## config.mk

```make
export PLATFORM = sky130hd
export DESIGN_NAME = led_bank
export DESIGN_NICKNAME = d
export VERILOG_FILES = /design/src/rtl/led_bank.sv
export SDC_FILE = /design/constraint.sdc
export NUM_CORES = 1
export LEC_CHECK = 0
export BUFFER_PORTS_ARGS = -buffer_cell sky130_fd_sc_hd__buf_2
export CAP_MARGIN = 30
export CORE_MARGIN = 2
export CORE_UTILIZATION = 45
export DETAILED_ROUTE_END_ITERATION = 6
export PLACE_DENSITY = 0.66
export SLEW_MARGIN = 20
export SYNTH_ARGS = -nofsm -noshare
export SYNTH_HDL_FRONTEND = slang
export SYNTH_SLANG_ARGS = --single-unit
```

## constraint.sdc

```tcl
create_clock -name clk -period 4.15 [get_ports clk]
set_input_delay 1.245 -clock clk [delete_from_list [all_inputs] [get_ports clk]]
set_output_delay 1.245 -clock clk [all_outputs]
set_load 0.05 [all_outputs]
```

## src/rtl/led_bank.sv

```systemverilog
// led_bank: memory-mapped LED peripheral with write/set/clear/toggle commands,
// hardware blinking of a masked bit set, and register readback.
// Optional global PWM brightness stage enabled by defining LED_BANK_PWM_EN.
module led_bank #(
  parameter int unsigned LED_COUNT   = 8,
  parameter logic [4:0]  DEVICE_ID   = 5'b00000,
  parameter int unsigned BLINK_DIV_W = 24
) (
  input  logic                 clk,
  input  logic                 reset,
  input  logic [4:0]           device,
  input  logic [5:0]           command,
  input  logic [31:0]          data_in,
  input  logic                 perf_en,
  output logic [LED_COUNT-1:0] leds,
  output logic [31:0]          data_out,
  output logic                 rd_valid
);

  localparam logic [5:0] CMD_WRITE  = 6'b000001;
  localparam logic [5:0] CMD_SET    = 6'b000010;
  localparam logic [5:0] CMD_CLEAR  = 6'b000011;
  localparam logic [5:0] CMD_TOGGLE = 6'b000100;
  localparam logic [5:0] CMD_MASK   = 6'b000101;
  localparam logic [5:0] CMD_PERIOD = 6'b000110;
  localparam logic [5:0] CMD_READ   = 6'b000111;
`ifdef LED_BANK_PWM_EN
  localparam logic [5:0] CMD_DUTY   = 6'b001000;
  localparam int unsigned PWM_W     = 4;
  localparam logic [PWM_W-1:0] PWM_LAST = PWM_W'(14);
`endif

  logic [LED_COUNT-1:0]   pattern_q, pattern_d;
  logic [LED_COUNT-1:0]   mask_q, mask_d;
  logic [BLINK_DIV_W-1:0] period_q, period_d;
  logic [BLINK_DIV_W-1:0] cnt_q, cnt_d;
  logic                   phase_q, phase_d;
  logic [LED_COUNT-1:0]   leds_q, leds_d;
  logic [31:0]            data_out_q, data_out_d;
  logic                   rd_valid_q, rd_valid_d;
`ifdef LED_BANK_PWM_EN
  logic [PWM_W-1:0]       duty_q, duty_d;
  logic [PWM_W-1:0]       pwm_cnt_q, pwm_cnt_d;
  logic                   pwm_on_c;
`endif

  logic                   cmd_en_c;
  logic [LED_COUNT-1:0]   op_led_c;
  logic [BLINK_DIV_W-1:0] op_per_c;
  logic [LED_COUNT-1:0]   disp_c;
  logic                   unused_c;

  // Command qualification and operand slicing; upper operand bits are don't-care
  assign cmd_en_c = perf_en && (device == DEVICE_ID);
  assign op_led_c = data_in[LED_COUNT-1:0];
  assign op_per_c = data_in[BLINK_DIV_W-1:0];
  assign unused_c = ^data_in;

  // Masked bits are inverted while the blink phase is high
  assign disp_c = pattern_q ^ (mask_q & {LED_COUNT{phase_q}});

`ifdef LED_BANK_PWM_EN
  // Free-running 0..14 PWM counter; LEDs lit while counter is below duty
  always_comb begin
    pwm_cnt_d = (pwm_cnt_q == PWM_LAST) ? '0 : pwm_cnt_q + PWM_W'(1);
    pwm_on_c  = (pwm_cnt_q < duty_q);
    leds_d    = disp_c & {LED_COUNT{pwm_on_c}};
  end
`else
  // Without PWM the display value drives the pins directly
  always_comb begin
    leds_d = disp_c;
  end
`endif

  // Blink engine, command decode and readback next-state
  always_comb begin
    pattern_d  = pattern_q;
    mask_d     = mask_q;
    period_d   = period_q;
    data_out_d = data_out_q;
    rd_valid_d = 1'b0;
`ifdef LED_BANK_PWM_EN
    duty_d     = duty_q;
`endif

    if (period_q == '0) begin
      cnt_d   = '0;
      phase_d = 1'b0;
    end else if (cnt_q == period_q) begin
      cnt_d   = '0;
      phase_d = ~phase_q;
    end else begin
      cnt_d   = cnt_q + BLINK_DIV_W'(1);
      phase_d = phase_q;
    end

    if (cmd_en_c) begin
      case (command)
        CMD_WRITE:  pattern_d = op_led_c;
        CMD_SET:    pattern_d = pattern_q | op_led_c;
        CMD_CLEAR:  pattern_d = pattern_q & ~op_led_c;
        CMD_TOGGLE: pattern_d = pattern_q ^ op_led_c;
        CMD_MASK:   mask_d    = op_led_c;
        CMD_PERIOD: begin
          period_d = op_per_c;
          cnt_d    = '0;
          phase_d  = 1'b0;
        end
        CMD_READ: begin
          rd_valid_d = 1'b1;
          case (data_in[1:0])
            2'd0:    data_out_d = 32'(pattern_q);
            2'd1:    data_out_d = 32'(mask_q);
            2'd2:    data_out_d = 32'(period_q);
            default: data_out_d = 32'(leds_q);
          endcase
        end
`ifdef LED_BANK_PWM_EN
        CMD_DUTY:   duty_d = data_in[PWM_W-1:0];
`endif
        default: ;
      endcase
    end
  end

  // State registers with asynchronous active-high reset
  always_ff @(posedge clk or posedge reset) begin
    if (reset) begin
      pattern_q  <= '0;
      mask_q     <= '0;
      period_q   <= '0;
      cnt_q      <= '0;
      phase_q    <= 1'b0;
      leds_q     <= '0;
      data_out_q <= '0;
      rd_valid_q <= 1'b0;
`ifdef LED_BANK_PWM_EN
      duty_q     <= 4'hF;
      pwm_cnt_q  <= '0;
`endif
    end else begin
      pattern_q  <= pattern_d;
      mask_q     <= mask_d;
      period_q   <= period_d;
      cnt_q      <= cnt_d;
      phase_q    <= phase_d;
      leds_q     <= leds_d;
      data_out_q <= data_out_d;
      rd_valid_q <= rd_valid_d;
`ifdef LED_BANK_PWM_EN
      duty_q     <= duty_d;
      pwm_cnt_q  <= pwm_cnt_d;
`endif
    end
  end

  assign leds     = leds_q;
  assign data_out = data_out_q;
  assign rd_valid = rd_valid_q;

endmodule

```

==> metrics.yaml <==
fin_worst_skew_ns: 0.00853
grt_max_degree: 66
cp-start-kind: "input pin"
hp-class: "reg2reg"
grt_first_pass_wirelength_um: 18500
rrSetupSlack_ns: 2.19
arrival_ns: 2.96
rsz0062_at_grt: "false"
antenna_cells: 0
switching_share_pct: 25.1
cp_data_required_time_ns: 4.38
gp_congestion: 0.803
grt_pass1_vias: 3670
combPwrFrac_pct: 7.4
yosysSeqAreaShare_pct: 48.3
drive_gt1_share_pct: 26.0
cts_tree: "done"
outcome: "complete, no violations"
dpl_cell_area_um2: 5490
postSynthAreaPerCell_um2: 10.7
io_pins: 87
io_buffers: 70
ys_seq_elements: 98
worstPathMaxFanout: 41
ys_warn_count: 0
max_clock_freq_mhz: 366
power_frac_clock_pct: 41.5
cts.htree.levels: 3
post_cts_buffers: 0
hold_buffers: 0
cts_buffers: 9
fin_crit_sh_pct: 65.8
drt-pass1-iter-count: 4
fin_setup_tns_ns: 0
drt_wl_total_um: 11300
p_switching_uw: 482
finalHoldViolCount: 0
cp-end-kind: "flop"
drtIter0Drc: 147
clockBufferDepth: 2
p_per_area_nw_per_um2: 332
cts-resized-gates: 0
cts_sinks: 98
drcViolationCount: 0
crit_type: "in2reg"
syn_to_final_growth_pct: 13.9
fp-row-count: 38
slew_violations: 0
netlist_top_cells_area: "dfrtp_1, xor2_1, mux2_2"
p_int_mw: 1.44
place_hpwl_um: 8010
floorplan.initialDensity_pct: 46.4
overflow: 0
avgRoutedWirePerCell_um: 16.6
post-route-min-period_ns: 2.73
setup_viol: 0
grt_usage_pct: 20.2
yosys.cell_types.count: 38
slew_headroom_pct: 46.1
clk_latency_ns: 0.35
antenna_found_initial: 0
postRouteAntennaNets: 0
die_h_um: 110
ir_worst_vdd_uv: 317
synthesis.area_um2: 5070
tightestPinTransition_ns: 0.809
final_nets: 601
power_mw: 1.92
netlist.area_leader.share_pct: 48.3
num_vias: 3605
final_area_um2: 5780
yosysTopAreaCell: "dfrtp_1"
vias_per_cell: 5.28
coreArea_um2: 10900
clockRootBuffer: "clkbuf_16"
p_leak_nw: 2.96
p_seq_share_pct: 51.1
clk_pin_slew_worst_paths_ns: 0.07
synth_cells: 473
die_w_um: 110
maxCapViolCount: 0
die-area_um2: 12100
## per-stage QoR
step	hold WS [ns]	utilization, %	instances	worst slack, ns
after floorplan	0.484	-	480	0.343
after global placement	0.458	50.2	666	1.07
after detailed placement	0.465	50.2	666	1.04
after CTS	0.480	52.7	682	1.40
after global routing	0.494	52.8	683	1.28
final	0.474	52.8	683	1.42
## routing by layer
layer / GRT usage (%) / vias to the layer above / part of all wire [%]
li1: - / 1718 / -
met1: 26.6 / 1793 / 45
met2: 34.0 / 81 / 49
met3: 4.59 / 13 / 4.8
met4: 4.73 / 0 / 1.1
met5: 0 / - / 0
## cells by family after synthesis
logic type | count (synthesis) | synth area share (%)
buffers and inverters | 49 | 4.93
other | 1 | 0.0739
muxes | 40 | 11.2
DFF | 98 | 48.3
and+or+nand+nor | 161 | 15.9
xor gates and xnor gates | 55 | 9.49
AOI/OAI and AO/OA | 52 | 5.89
adders and majority gates | 17 | 4.19
## layout make-up
type	instances	area, µm²
Clock buffer	11	243
Clock inverter	5	38.8
Fill cell	1009	5160
Inverter	21	81.3
Multi-Input combinational cell	333	2400
Sequential cell	98	2450
Tap cell	140	175
Timing Repair Buffer	75	392
## Yosys cell counts, drive strengths merged
master  instances
a21boi          1
and3b           1
nor3            2
xnor2          18
nand2          62
conb            1
inv            21
and4b           1
xor2           37
nor2           48
mux2           32
nand4           9
nor4           15
buf            20
o21ai          34
dfrtp          98
o21a            1
nand3          12
nand3b          1
and2            1
or3             1
ha             17
a21oi           8
mux4            8
clkbuf          8
nor2b           2
and3            6
a221oi          8
## cell usage in the layout, fill, tap and decap left out, types with 2 or more instances in the layout
master | netlist | routed
a21oi_1 | 8 | 8
a221oi_1 | 8 | 8
and3_1 | 5 | 5
buf_2 | 7 | 70
buf_4 | 9 | 4
clkbuf_16 | 0 | 9
clkinv_4 | 0 | 2
conb_1 | 1 | 8
dfrtp_1 | 98 | 98
ha_1 | 17 | 17
inv_1 | 21 | 20
mux2_2 | 25 | 25
mux2_4 | 7 | 7
mux4_2 | 8 | 8
nand2_1 | 62 | 62
nand3_1 | 12 | 12
nand4_1 | 6 | 6
nand4_2 | 2 | 2
nor2_1 | 48 | 48
nor2b_1 | 2 | 2
nor3_4 | 2 | 2
nor4_1 | 13 | 13
nor4_4 | 2 | 2
o21ai_0 | 33 | 33
xnor2_1 | 18 | 18
xor2_1 | 37 | 37
## state kept, by name (all words and copies together) (netlist names)
register   flops
cnt_q         24
data_out      24
leds           8
mask_q         8
pattern_q      8
period_q      24
phase_q        1
rd_valid       1
## critical path: stages
cell and delay, ns:
buf_2 0.11, nor4_4 0.29, and3_2 0.27, nand4_4 0.53, mux2_4 0.50
## power groups by stage
| stage | clock [mW] | sequential, mW | combinational, mW |
|---|---|---|---|
| 2_1_floorplan | 0 | 0.998 | 0.0986 |
| 3_3_place_gp | 0 | 0.998 | 0.138 |
| 3_5_place_dp | 0 | 0.999 | 0.142 |
| 4_1_cts | 0.810 | 0.980 | 0.142 |
| 5_1_grt | 0.843 | 0.982 | 0.158 |
| 6_report | 0.796 | 0.981 | 0.142 |
## worst paths after layout
kind	startpoint	to	cells past startpoint
hold / removal	data_out[22]	data_out[22]	2
min in group asynchronous	reset	data_out[10]	2
setup / recovery	device[1]	data_out[5]	5
max in group asynchronous	reset	cnt_q[15]	3
setup reg to reg	period_q[12]	cnt_q[2]	6
hold reg to reg	data_out[22]	data_out[22]	2
Power figures use the tool's default switching activity.
